### src/rtl/cpu_pkg.sv
// Shared definitions for the 4-bit accumulator CPU.
// Covers opcodes, register/ALU control codes, sequencer states and opcode decode.
package cpu_pkg;

  localparam logic [3:0] OP_NOP  = 4'h0;
  localparam logic [3:0] OP_LDX  = 4'h1;
  localparam logic [3:0] OP_ADD  = 4'h2;
  localparam logic [3:0] OP_SUB  = 4'h3;
  localparam logic [3:0] OP_MOVZ = 4'h4;
  localparam logic [3:0] OP_CLR  = 4'h5;
  localparam logic [3:0] OP_SHR  = 4'h6;
  localparam logic [3:0] OP_JMP  = 4'h7;
  localparam logic [3:0] OP_JZ   = 4'h8;
  localparam logic [3:0] OP_HALT = 4'hF;

  localparam logic [3:0] R_CLR  = 4'd0;
  localparam logic [3:0] R_LOAD = 4'd1;
  localparam logic [3:0] R_HOLD = 4'd2;
  localparam logic [3:0] R_SHR  = 4'd3;

  localparam logic [3:0] ALU_ADD   = 4'd0;
  localparam logic [3:0] ALU_SUB   = 4'd1;
  localparam logic [3:0] ALU_PASSY = 4'd2;

  typedef enum logic [2:0] {IDLE, FETCH, DECODE, EXEC, HALT} state_t;

  typedef struct packed {
    logic [3:0] tx;
    logic [3:0] ty;
    logic [3:0] tz;
    logic [3:0] tula;
  } ctrl_t;

  localparam ctrl_t CTRL_IDLE = '{tx: R_HOLD, ty: R_HOLD, tz: R_HOLD, tula: ALU_ADD};

  // Control word for one instruction; anything not listed behaves as NOP.
  function automatic ctrl_t decode(input logic [3:0] op);
    ctrl_t c;
    c = CTRL_IDLE;
    case (op)
      OP_LDX:  c.tx = R_LOAD;
      OP_ADD:  begin c.tula = ALU_ADD; c.ty = R_LOAD; end
      OP_SUB:  begin c.tula = ALU_SUB; c.ty = R_LOAD; end
      OP_MOVZ: c.tz = R_LOAD;
      OP_CLR:  begin c.tx = R_CLR; c.ty = R_CLR; c.tz = R_CLR; end
      OP_SHR:  c.ty = R_SHR;
      default: ;
    endcase
    return c;
  endfunction

  function automatic logic is_illegal(input logic [3:0] op);
    return (op >= 4'h9) && (op <= 4'hE);
  endfunction

endpackage

### src/rtl/pc_counter.sv
// 4-bit program counter with clear > load > increment priority; wraps modulo 16.
module pc_counter (
  input  logic       clk,
  input  logic       rst_n,
  input  logic       clr,
  input  logic       load,
  input  logic       inc,
  input  logic [3:0] din,
  output logic [3:0] pc
);

  // NOTE: sequential state uses <= so every flop samples pre-edge values.
  always_ff @(posedge clk or negedge rst_n) begin
    if (!rst_n)    pc <= '0;
    else if (clr)  pc <= '0;
    else if (load) pc <= din;
    else if (inc)  pc <= pc + 4'd1;
  end

endmodule

### src/rtl/instr_sequencer.sv
// Multi-cycle fetch/decode/exec sequencer: owns the pc, handshakes with program
// memory and emits one-cycle register/ALU control words in EXEC.
module instr_sequencer
  import cpu_pkg::*;
(
  input  logic       clk,
  input  logic       rst_n,
  input  logic       start,
  output logic [3:0] mem_addr,
  output logic       mem_req,
  input  logic       mem_ack,
  input  logic [3:0] mem_op,
  input  logic [3:0] mem_data,
  input  logic       ula_zero,
  output logic [3:0] Tx,
  output logic [3:0] Ty,
  output logic [3:0] Tz,
  output logic [3:0] Tula,
  output logic       busy,
  output logic       halted,
  output logic       illegal
);

  state_t     state, next_state;
  logic [3:0] op_q, data_q;
  logic       pc_clr, pc_load, pc_inc;
  ctrl_t      ctrl_q;

  pc_counter u_pc (
    .clk   (clk),
    .rst_n (rst_n),
    .clr   (pc_clr),
    .load  (pc_load),
    .inc   (pc_inc),
    .din   (data_q),
    .pc    (mem_addr)
  );

  always_ff @(posedge clk or negedge rst_n) begin
    if (!rst_n) state <= IDLE;
    else        state <= next_state;
  end

  // NOTE: defaults first so no path through this block leaves a signal unassigned (no latches).
  always_comb begin
    next_state = state;
    pc_clr     = 1'b0;
    pc_load    = 1'b0;
    pc_inc     = 1'b0;
    case (state)
      IDLE, HALT: if (start) begin
        next_state = FETCH;
        pc_clr     = 1'b1;
      end
      FETCH:  if (mem_ack) next_state = DECODE;
      DECODE: next_state = EXEC;
      EXEC: begin
        if (op_q == OP_HALT) begin
          next_state = HALT;
        end else begin
          next_state = FETCH;
          // Branch targets land on mem_addr in the very next FETCH cycle.
          if (op_q == OP_JMP || (op_q == OP_JZ && ula_zero)) pc_load = 1'b1;
          else                                               pc_inc  = 1'b1;
        end
      end
      default: next_state = IDLE;
    endcase
  end

  // Outputs are registered from next_state / latched opcode so they line up with the state.
  // NOTE: the instruction latch is reset like any control register; it is not a memory array.
  always_ff @(posedge clk or negedge rst_n) begin
    if (!rst_n) begin
      op_q    <= '0;
      data_q  <= '0;
      ctrl_q  <= CTRL_IDLE;
      mem_req <= 1'b0;
      busy    <= 1'b0;
      halted  <= 1'b0;
      illegal <= 1'b0;
    end else begin
      if (state == FETCH && mem_ack) begin
        op_q   <= mem_op;
        data_q <= mem_data;
      end
      ctrl_q  <= (state == DECODE) ? decode(op_q) : CTRL_IDLE;
      illegal <= (state == DECODE) && is_illegal(op_q);
      mem_req <= (next_state == FETCH);
      busy    <= next_state inside {FETCH, DECODE, EXEC};
      halted  <= (next_state == HALT);
    end
  end

  assign Tx   = ctrl_q.tx;
  assign Ty   = ctrl_q.ty;
  assign Tz   = ctrl_q.tz;
  assign Tula = ctrl_q.tula;

endmodule

### config.mk
export PLATFORM = sky130hd
export DESIGN_NAME = instr_sequencer
export DESIGN_NICKNAME = d
export VERILOG_FILES = /design/src/rtl/cpu_pkg.sv /design/src/rtl/pc_counter.sv /design/src/rtl/instr_sequencer.sv
export SDC_FILE = /design/constraint.sdc
export NUM_CORES = 1
export LEC_CHECK = 0
export ABC_AREA = 1
export BUFFER_PORTS_ARGS = -buffer_cell sky130_fd_sc_hd__buf_2
export CAP_MARGIN = 20
export CORE_ASPECT_RATIO = 2
export CORE_MARGIN = 4
export CORE_UTILIZATION = 35
export CTS_BUF_LIST = sky130_fd_sc_hd__clkbuf_4 sky130_fd_sc_hd__clkbuf_8 sky130_fd_sc_hd__clkbuf_16
export CTS_CLUSTER_DIAMETER = 120
export DETAILED_ROUTE_END_ITERATION = 16
export GPL_ROUTABILITY_DRIVEN = 0
export HOLD_SLACK_MARGIN = 0.1
export PLACE_DENSITY_LB_ADDON = 0.08
export RECOVER_POWER = 100
export SETUP_SLACK_MARGIN = 0.15
export SLEW_MARGIN = 15
export SYNTH_ARGS = -nofsm -noshare
export SYNTH_HDL_FRONTEND = slang
export SYNTH_SLANG_ARGS = --single-unit
### constraint.sdc
create_clock -name clk -period 1.9 [get_ports clk]
set_clock_uncertainty 0.15 [all_clocks]
set_input_delay 0.285 -clock clk [delete_from_list [all_inputs] [get_ports clk]]
set_output_delay 0.285 -clock clk [all_outputs]
set_load 0.02 [all_outputs]
==> results.py <==
metrics = {
    "power_and_ir_drop": {
        "pwr-share-comb": 0.397,
        "seqPwrFrac": 0.432,
        "p_leak_uw": 0.000761,
        "total_switching_power_uw": 905,
        "ir_worst_vdd_v": 0.000768,
        "p_per_area_nw_per_um2": 1370,
        "sw_frac_of_total": 0.432,
        "p_int_uw": 1190,
        "clkPwrFrac": 0.171,
    },
    "setup_path": {
        "cp-start-kind": "flop",
        "worst-setup-path-type": "reg2reg",
        "critPathArrivalTime_ns": 1.61,
        "cp-end-kind": "flop",
        "cp_cell_sequence": "nand2_4 > nor2_4 > nor2_8 > nor3_1 > nor2_1",
        "crit_fanout": 8,
        "critical_path_buf_inv_count": 0,
        "required_ns": 1.90,
        "cp_top_family": "simple AND/OR/NAND/NOR gates",
        "slowest_delay_ns": 0.54,
        "cp_slowest_cell": "dfrtp_1",
    },
    "sta": {
        "postLayoutSetupSlackWorst_ns": 0.289,
        "fin_crit_sh": 0.848,
        "rsz0062_at_grt": "false",
        "slew_headroom": 0.577,
        "clock.fmax_mhz": 621,
        "worst_slew_pin_slew_ns": 0.634,
        "setup_viol": 0,
        "finalCriticalPeriod_ns": 1.61,
        "slew_viol_final": 0,
        "setup-tns-final_ns": 0,
        "hold_viol": 0,
    },
    "routing": {
        "drt-initial-drc-count": 14,
        "dr_total_vias": 980,
        "viasPerCell": 4.36,
        "wl_per_cell_um": 11.8,
        "ant_nets": 0,
        "post-route-drc-count": 0,
        "routed_wl_um": 2650,
        "dr.pass1.iters": 4,
    },
    "flow_run": {
        "maxCapViolCount": 0,
    },
    "clock_tree": {
        "cts_num_sinks": 26,
        "clk_latency_ns": 0.27,
        "cts_made_buffers": 3,
        "postCtsHoldBufs": 9,
        "clockBufferDepth": 2,
        "tritoncts": "built",
        "post_cts_buffers": 0,
        "htreeDepth": 1,
        "cts-root-buf": "clkbuf_8",
        "cts.clk_slew.worst_paths_ns": 0.09,
        "post_cts_resized": 0,
    },
    "final_layout": {
        "fillers": 349,
        "layout-drive-gt1-share": 0.164,
        "n_antenna_cell": 0,
        "nets": 192,
        "final_common_cell": "nand2_1",
        "synthToLayoutAreaGrowth_pct": 21.1,
        "layout_common_cells": "33 x nand2_1, 23 x dfrtp_1, 16 x inv_1",
    },
    "placement": {
        "pre_cts_ws_ns": 0.471,
        "dp_hpwl_um": 2000,
        "port_buffers": 27,
    },
    "floorplanning": {
        "initial_utilization": 0.368,
        "fp.coreArea_sq_um": 3420,
        "die_w_um": 50.4,
        "ios": 37,
        "rows": 30,
        "die_area_sq_um": 4680,
        "die_h_um": 92.8,
    },
    "synth": {
        "syn_inst": 139,
        "synth_cell_type_count": 27,
        "synthSimpleGateAreaFrac": 0.270,
        "netlist_area_sq_um": 1260,
        "synthAdderAreaFrac": 0.00994,
        "synth_top_family_by_area": "simple AND/OR/NAND/NOR gates",
        "yosys_warnings": 0,
        "synth_mux_area_frac": 0,
        "synthXorXnorAreaFrac": 0.0139,
        "synth.avg_cell_area_sq_um": 9.06,
        "ys_seq_elements": 26,
        "ys_seq_area_frac": 0.520,
        "synth-compound-area-share": 0.0686,
    },
    "global_route": {
        "grt_first_pass_wirelength_um": 4440,
        "grt_pass1_vias": 957,
        "antenna_found_initial": 0,
        "grt.total_usage": 0.125,
        "grt.overflow.total": 0,
        "grt_max_degree": 27,
    },
    "worst_hold_path": {
        "hold_class": "in2reg",
    },
    "run_status": {
        "outcome": "complete, no violations",
    },
}
## final cells by class
class / count / area, sq um / share of cell area
Clock buffer: 4 / 55.1 / 0.0361
Inverter: 17 / 63.8 / 0.0419
Multi-Input combinational cell: 93 / 477 / 0.313
Sequential cell: 26 / 654 / 0.429
Tap cell: 48 / 60.1 / 0.0394
Timing Repair Buffer: 37 / 214 / 0.140
## synth_stat cells
cell / number / area share
nand2_1: 33 / 0.098
dfrtp_1: 23 / 0.46
inv_1: 15 / 0.045
nand3_1: 11 / 0.044
buf_4: 10 / 0.060
nor2_1: 9 / 0.027
o21ai_0: 8 / 0.032
a21oi_1: 3 / 0.012
dfstp_2: 3 / 0.063
inv_2: 2 / 0.0060
nand2_2: 2 / 0.0099
nand3_2: 2 / 0.016
nand4_1: 2 / 0.0099
nor4_1: 2 / 0.0099
o31ai_1: 2 / 0.012
a21oi_4: 1 / 0.013
buf_2: 1 / 0.0040
conb_1: 1 / 0.0030
ha_1: 1 / 0.0099
nand2_4: 1 / 0.0089
nor2_2: 1 / 0.0050
nor2_4: 1 / 0.0089
nor2_8: 1 / 0.016
nor3_1: 1 / 0.0040
nor3_4: 1 / 0.013
xnor2_1: 1 / 0.0070
xor2_1: 1 / 0.0070
## worst paths after layout
path                                              from                      to  slack, ns  depth (start not counted)
worst min register to register  u_pc.pc[3]$_DFFE_PN0P_  u_pc.pc[3]$_DFFE_PN0P_       0.38                          2
worst max-delay path               op_q[0]$_DFFE_PN0P_       mem_req$_DFF_PN0_       0.29                          5
min in group asynchronous                        rst_n  u_pc.pc[1]$_DFFE_PN0P_       0.40                          2
worst max register to register     op_q[0]$_DFFE_PN0P_       mem_req$_DFF_PN0_       0.29                          5
worst min-delay path                             start  u_pc.pc[3]$_DFFE_PN0P_       0.19                          4
max in group asynchronous                        rst_n         Ty[0]$_DFF_PN0_       0.79                          2
## flip-flops by register name, indices dropped and copies added (netlist names)
signal   count
u_pc.pc      4
Ty           2
data_q       4
illegal      1
mem_req      1
halted       1
Tx           2
state        3
Tula         1
op_q         4
busy         1
Tz           2
## routing by layer
metal / up-vias / global-route usage / share of wire
li1: 501 / - / -
met1: 449 / 0.129 / 0.37
met2: 26 / 0.233 / 0.57
met3: 4 / 0.0161 / 0.039
met4: 0 / 0.0697 / 0.020
met5: - / 0 / 0
## worst register-to-register path, delay by kind of cell, from the launching register on
kind          cells  cell delay, ns
flops             1            0.54
simple gates      5            0.81
## cell families after synthesis
| logic type | Yosys count |
|---|---|
| compound gates | 14 |
| xor+xnor | 2 |
| fa+ha+maj | 1 |
| buf+inv | 28 |
| flops | 26 |
| other cells | 1 |
| simple gates | 67 |
## metrics by stage
step | hold WS, ns | total power (uW) | instances | area (sq um) | util
3_3_place_gp | 0.166 | 1790 | 212 | 1410 | 0.413
2_1_floorplan | -0.161 | 1550 | 147 | 1290 | -
4_1_cts | 0.187 | 2170 | 225 | 1560 | 0.456
3_5_place_dp | 0.173 | 1790 | 212 | 1410 | 0.413
5_1_grt | 0.195 | 2270 | 225 | 1520 | 0.446
6_report | 0.185 | 2090 | 225 | 1520 | 0.446
## power by group through the flow
stage | clock [uW] | sequential, uW | combinational (uW)
2_1_floorplan | 0 | 950 | 604
3_3_place_gp | 0 | 914 | 878
3_5_place_dp | 0 | 915 | 876
4_1_cts | 374 | 904 | 895
5_1_grt | 396 | 937 | 934
6_report | 359 | 904 | 831
Power figures use the tool's default switching activity.
